--- src/rtl/arb_mux.sv ---
// Registered N-to-1 arbiter/multiplexer: fixed-select or round-robin grant,
// one output word register with valid/ready back-pressure and a transfer counter.
module arb_mux #(
    parameter int WIDTH = 32,
    parameter int NCH   = 4,
    parameter int MODE  = 0
) (
    input  logic                       i_clk,
    input  logic                       i_rst,
    input  logic [$clog2(NCH+1)-1:0]   i_sel,
    input  logic [NCH-1:0]             i_valid,
    input  logic [NCH*WIDTH-1:0]       i_data,
    output logic [NCH-1:0]             o_ready,
    output logic                       o_valid,
    output logic [WIDTH-1:0]           o_data,
    output logic [$clog2(NCH)-1:0]     o_ch,
    input  logic                       i_ready,
    output logic                       o_sel_err,
    output logic [15:0]                o_count
);

    localparam int CHW = $clog2(NCH);

    logic           free;
    logic           grant_any;
    logic [CHW-1:0] grant_idx;
    logic [NCH-1:0] grant;
    logic           sel_bad;
    logic [CHW-1:0] rr_ptr;

    assign free    = ~o_valid | i_ready;
    // Reset forces o_ready low even though o_valid=0 makes the register look free.
    assign o_ready = grant & {NCH{free & ~i_rst}};

    // Grant depends only on requests, select and rr_ptr, never on o_ready.
    // NOTE: every always_comb output gets a default first so no latch is inferred.
    always_comb begin
        grant_any = 1'b0;
        grant_idx = '0;
        sel_bad   = 1'b0;
        grant     = '0;
        if (MODE == 0) begin
            sel_bad = int'(i_sel) > NCH;
            for (int k = 0; k < NCH; k++) begin
                if (int'(i_sel) == k + 1 && i_valid[k]) begin
                    grant_any = 1'b1;
                    grant_idx = CHW'(k);
                end
            end
        end else begin
            // Walk offsets from farthest to nearest so the nearest request wins.
            for (int off = NCH - 1; off >= 0; off--) begin
                int idx;
                idx = int'(rr_ptr) + off;
                if (idx >= NCH) idx = idx - NCH;
                if (i_valid[idx]) begin
                    grant_any = 1'b1;
                    grant_idx = CHW'(idx);
                end
            end
        end
        if (grant_any) grant[grant_idx] = 1'b1;
    end

    // NOTE: sequential state uses non-blocking assignments so all registers update together.
    always_ff @(posedge i_clk or posedge i_rst) begin
        if (i_rst) begin
            o_valid   <= 1'b0;
            o_data    <= '0;
            o_ch      <= '0;
            o_sel_err <= 1'b0;
            o_count   <= '0;
            rr_ptr    <= '0;
        end else begin
            o_sel_err <= sel_bad;
            if (free) begin
                o_valid <= grant_any;
                if (grant_any) begin
                    o_data  <= i_data[grant_idx*WIDTH +: WIDTH];
                    o_ch    <= grant_idx;
                    o_count <= o_count + 16'd1;
                    if (MODE == 1)
                        rr_ptr <= (int'(grant_idx) == NCH - 1) ? '0 : grant_idx + 1'b1;
                end
            end
        end
    end

endmodule
--- config.mk ---
export PLATFORM = sky130hd
export DESIGN_NAME = arb_mux
export DESIGN_NICKNAME = d
export VERILOG_FILES = /design/src/rtl/arb_mux.sv
export SDC_FILE = /design/constraint.sdc
export NUM_CORES = 1
export LEC_CHECK = 0
export ABC_AREA = 0
export CAP_MARGIN = 30
export CORE_MARGIN = 2
export CORE_UTILIZATION = 34
export DETAILED_ROUTE_END_ITERATION = 10
export GPL_TIMING_DRIVEN = 0
export HOLD_SLACK_MARGIN = 0.02
export PLACE_DENSITY = 0.75
export SLEW_MARGIN = 20
export SYNTH_ARGS = -nofsm -noshare
export SYNTH_HDL_FRONTEND = slang
export SYNTH_SLANG_ARGS = --single-unit
export TNS_END_PERCENT = 10
--- constraint.sdc ---
create_clock -name i_clk -period 1.78 [get_ports i_clk]
set_clock_uncertainty 0.15 [all_clocks]
set_input_delay 0.445 -clock i_clk [delete_from_list [all_inputs] [get_ports i_clk]]
set_output_delay 0.445 -clock i_clk [all_outputs]
set_load 0.01 [all_outputs]
==> Yosys cells after proc, flatten, opt, wreduce, memory -nomap -nowiden <==
Index checks and enable logic that the tools add are counted.
{ "classes": {"add_sub_neg": 1, "magnitude_cmp": 3, "eq_ne": 4, "shift": 1, "mux": 10, "n_bitwise": 5, "n_reduce_logical": 6} }
{ "ops": {"columns": ["cell", "n"], "rows": [
  ["variable part select 128 x 8 -> 32 bit", 1],
  ["adder 16 x 1 -> 16 bit (second input constant)", 1],
  ["equality test 3 bit (second input constant)", 3],
  ["2-to-1 mux 1 bit", 6],
  ["logical AND 1 bit", 5],
  ["AND 4 bit", 1],
  ["2-to-1 mux 2 bit", 2],
  ["2-to-1 mux 4 bit", 1],
  ["equality test 3 x 2 -> 1 bit (second input constant)", 1],
  ["> comparator 3 bit (second input constant)", 1],
  ["< comparator 2 x 3 -> 1 bit (second input constant)", 1],
  ["demux 1 bit (select 2 bit)", 1],
  [">= comparator 2 x 1 -> 1 bit (second input constant)", 1],
  ["inverter 1 bit", 2],
  ["AND reduction 2 bit", 1],
  ["AND 1 bit", 1],
  ["OR 1 bit", 1]
]} }
{ "totals": {"reg_bits": 52, "inputBits": 138, "output_inout_bits": 56, "word_cells": 35} }

==> Longest topological paths before layout <==
{ "depth": {"depth_word": 11, "mapped_depth": 6, "depth_no_buf": 4} }

==> Worst setup path before layout <==
No wires, ideal clock.
{ "synth_timing": {"path_type": "input -> output", "from": "input port i_sel[2]", "to": "output port o_ready[0]", "arrival_time_ns": 1.395, "required_ns": 1.185, "setup_slack_ns": -0.210, "path_stages": 4, "path_buffers": 1, "path_cell_list": "nand4bb_1 a41o_1 buf_6 nor3_1"} }
{ "synth_between": {"elab_chain_cells": 11, "elab_cells_between_ends": 22, "classes_between": "order compare (2); eq/ne (4); mux (10); bitwise (1); reduce/logical (5)"} }
{ "synth_rtl": {"columns": ["element", "line_no", "text"], "rows": [
  ["start, declared", "10", "input logic [$clog2(NCH+1)-1:0] i_sel,"],
  ["equality test 3 bit", "45", "if (int'(i_sel) == k + 1 && i_valid[k]) begin"],
  ["logical AND 1 bit", "45", null],
  ["2-to-1 mux 1 bit", "45", null],
  ["2-to-1 mux 2 bit (2 in series)", "45", null],
  ["< comparator 2 x 3 -> 1 bit (not written as such) / >= comparator 2 x 1 -> 1 bit (equally long branches)", "62", "if (grant_any) grant[grant_idx] = 1'b1;"],
  ["logical AND 1 bit (not written as such)", "62", null],
  ["2-to-1 mux 1 bit (not written as such)", "62", null],
  ["demux 1 bit (select 2 bit)", "62", null],
  ["2-to-1 mux 4 bit (*)", "62", null],
  ["AND 4 bit (*)", "33", "assign o_ready = grant & {NCH{free & ~i_rst}};"],
  ["end, declared", "13", "output logic [NCH-1:0] o_ready,"]
]} }
Mark *: on every way between the ends. The rest lies on a longest branch, timed or not.

==> Final worst setup path <==
{ "layout_timing": {"from": "input port i_sel[0]", "to": "output port o_ready[0]"} }
Same word-level chain as after synthesis.

==> results.cfg <==
[hold_path]
hp-class = in -> reg
worstHoldStart = i_sel[2]
hold_depth = 2
min_to = o_sel_err$_DFF_PP0_

[clock_network]
cts_made_buffers = 5
cts_root_buf = clkbuf_8
htreeDepth = 2
cts_tree = yes
ctsHoldBuffers = 0
cts_buffer_depth = 2
clock_latency_ps = 310
cts_sinks = 52
path_clk_slew_ps = 90

[setup_path]
critPathKind = in -> out
r2r_slack_ps = -10
required_ps = 1180
path_max_fanout = 9
reg2reg_depth = 6
r2r_start = o_valid$_DFFE_PP0N_
crit_arrival_ps = 1460
start_kind = primary input
reg2reg_to = o_data[30]$_DFFE_PP0P_
endpoint_kind = output port

[floorplan]
num_io_pins = 194
die_h_um = 99.6
dieArea_mm2 = 0.00992
start_util_pct = 35.3
rows = 34
die_w_um = 99.6
coreArea_mm2 = 0.00881

[routing]
wl_per_cell_um = 18.2
vias = 3697
route.detailed.drc = 0
ant_nets = 0
dr.pass1.iters = 5
vias_per_cell = 5.49
drt_iter0_drc = 111
wirelength_um = 12300

[sta]
fin_crit_ps = 2060
drv_slew = 0
worstMarginPinSlew_ps = 566
hold_viol_final = 0
relSlewSlack_pct = 62.2
layout_setup_ws_ps = -279
holdWs_ps = 233
fmax_ghz = 0.486
grt_setup_unrepaired = yes
period_share_pct = 116
setup_viol = 7

[cells_and_area]
layout.nets = 704
final_cell_mix = 128 x clkdlybuf4s50_1, 54 x dlygate4sd2_1, 47 x dfrtp_1, 33 x nor2_1, 26 x buf_4
layout-drive-gt1-share_pct = 17.7
layout_commonest_cell = clkdlybuf4s50_1
filler_cell_count = 753
area_growth_pct = 85.5
instances_no_fill = 674

[global_route]
grt_usage_pct = 23.4
grt_max_degree = 30
grt_pass1_vias = 3789
grt_pass1_wl_um = 18500
gr-total-overflow = 0
antenna_found_initial = 1

[flow_run]
drv_cap = 0

[synthesis]
synth_seq_cells = 52
synthArstFlopShare_pct = 100
avgSynthCellArea_um2 = 9.16
synth_nets = 478
syn-cell-area_mm2 = 0.00311
synthCells = 339
synth_top_area_cell = dfrtp_1
ys_seq_area_share_pct = 41.9
netlist.area_leader.share_pct = 41.9
synth_flop_cell = dfrtp_1
synth-edff-count = 0
ys_types = 36
synthTopCellsByArea = dfrtp_1 42%, mux2i_1 6.4%, a221oi_1 5.6%
yosys_warnings = 0

[run_status]
status = finished with violations
violations = negative setup slack

[pwr]
power_mw = 3.97
peakVddDrop_uv = 357
power.leakage_nw = 2.51
power_density_mw_per_mm2 = 688

[placement]
dpl_worst_slack_ps = -1590
dpl.cell_count = 641
dp_hpwl_um = 8910
place.port_buffers = 193
place_congestion = 0.878
-- metrics by stage --
stage                     instance area (µm²)  util (%)  TNS [ps]
final                                    5760      65.4      -967
after detailed placement                 5240      59.5    -52540
after floorplan                          3160         -     -80.5
after global placement                   5220      59.3    -68760
after global routing                     5760      65.4     -2810
after CTS                                5510      62.6     -3090
-- how the worst max path moves through the flow --
stage,start,endpoint,slack [ps],depth (start not counted)
floorplan,i_sel[2],o_ready[0],-80,5
global placement,i_sel[0],o_ready[0],-1560,7
detailed placement,i_sel[0],o_ready[0],-1590,7
CTS,o_valid$_DFFE_PP0N_,o_ready[0],-370,6
global route,o_valid$_DFFE_PP0N_,o_ready[0],-310,5
finish,i_sel[0],o_ready[0],-280,6
-- synthesized netlist by cell type, types with 2 or more instances --
| cell type | instances |
|---|---|
| dfrtp_1 | 52 |
| nor2_1 | 34 |
| o21ai_0 | 25 |
| a21oi_1 | 24 |
| a221oi_1 | 20 |
| mux2i_1 | 20 |
| nand2b_1 | 20 |
| o22ai_1 | 20 |
| nand3_1 | 19 |
| clkbuf_1 | 17 |
| o22a_1 | 12 |
| xnor2_1 | 12 |
| buf_2 | 11 |
| nand2_1 | 9 |
| nor3_1 | 9 |
| nand4_1 | 8 |
| nand4bb_1 | 3 |
| xor2_1 | 3 |
| and4_1 | 2 |
| inv_1 | 2 |
| nor4bb_1 | 2 |
-- critical path, cell delays in order --
cell and delay (ps):
buf_6 120, nand4bb_1 200, buf_6 150, a41o_1 270, nor3_4 140, buf_6 130
-- layout make-up --
type                    count  area [µm²]  area share [%]
diodes                      1        2.50          0.0434
plain buffers              28         265            4.60
clock buffers               5        68.8            1.19
clock inverters             2        12.5           0.217
inverters                   2        11.3           0.195
multi-input cells         255        1850            32.1
flip-flops and latches     52        1310            22.7
well taps                 108         135            2.35
repair buffers            221        2110            36.6
-- repair_timing --
item	in CTS	in global routing
gates resized for setup	143	45
buffers inserted	13	13
gates cloned	0	1
setup endpoints to repair	106	52
pin swaps	6	6
-- registers in the layout, summed over array words and instances, names as in the netlist --
signal and cells:
o_valid 1, o_sel_err 1, o_count 16, o_data 32, o_ch 2
-- per-layer routing --
metal / GRT usage (%) / wire length (µm) / part of all wire [%]
met4: 6.32 / 234 / 1.9
met2: 42.7 / 6520 / 53
met1: 28.2 / 4740 / 39
met5: 0 / 0 / 0
met3: 4.29 / 791 / 6.4
-- power by group --
| part | total, mW | switching (mW) | internal (mW) |
|---|---|---|---|
| Clock | 0.662 | 0.394 | 0.267 |
| Sequential | 1.69 | 0.229 | 1.46 |
| Combinational | 1.62 | 0.709 | 0.908 |
| Total | 3.97 | 1.33 | 2.63 |
-- cell families (layout without fill, tap and decap cells) --
kind of cell	count (synthesis)	after routing	synth area share [%]
multiplexers	20	20	6.44
flip-flops	52	52	41.9
adder cells (fa/ha/maj)	1	1	0.403
XOR/XNOR	15	15	4.23
buffers and inverters	32	258	4.67
AND/OR/NAND/NOR	115	115	20.3
other	0	1	0
AO/OA/AOI/OAI	104	104	22.0
Power figures use the tool's default switching activity.
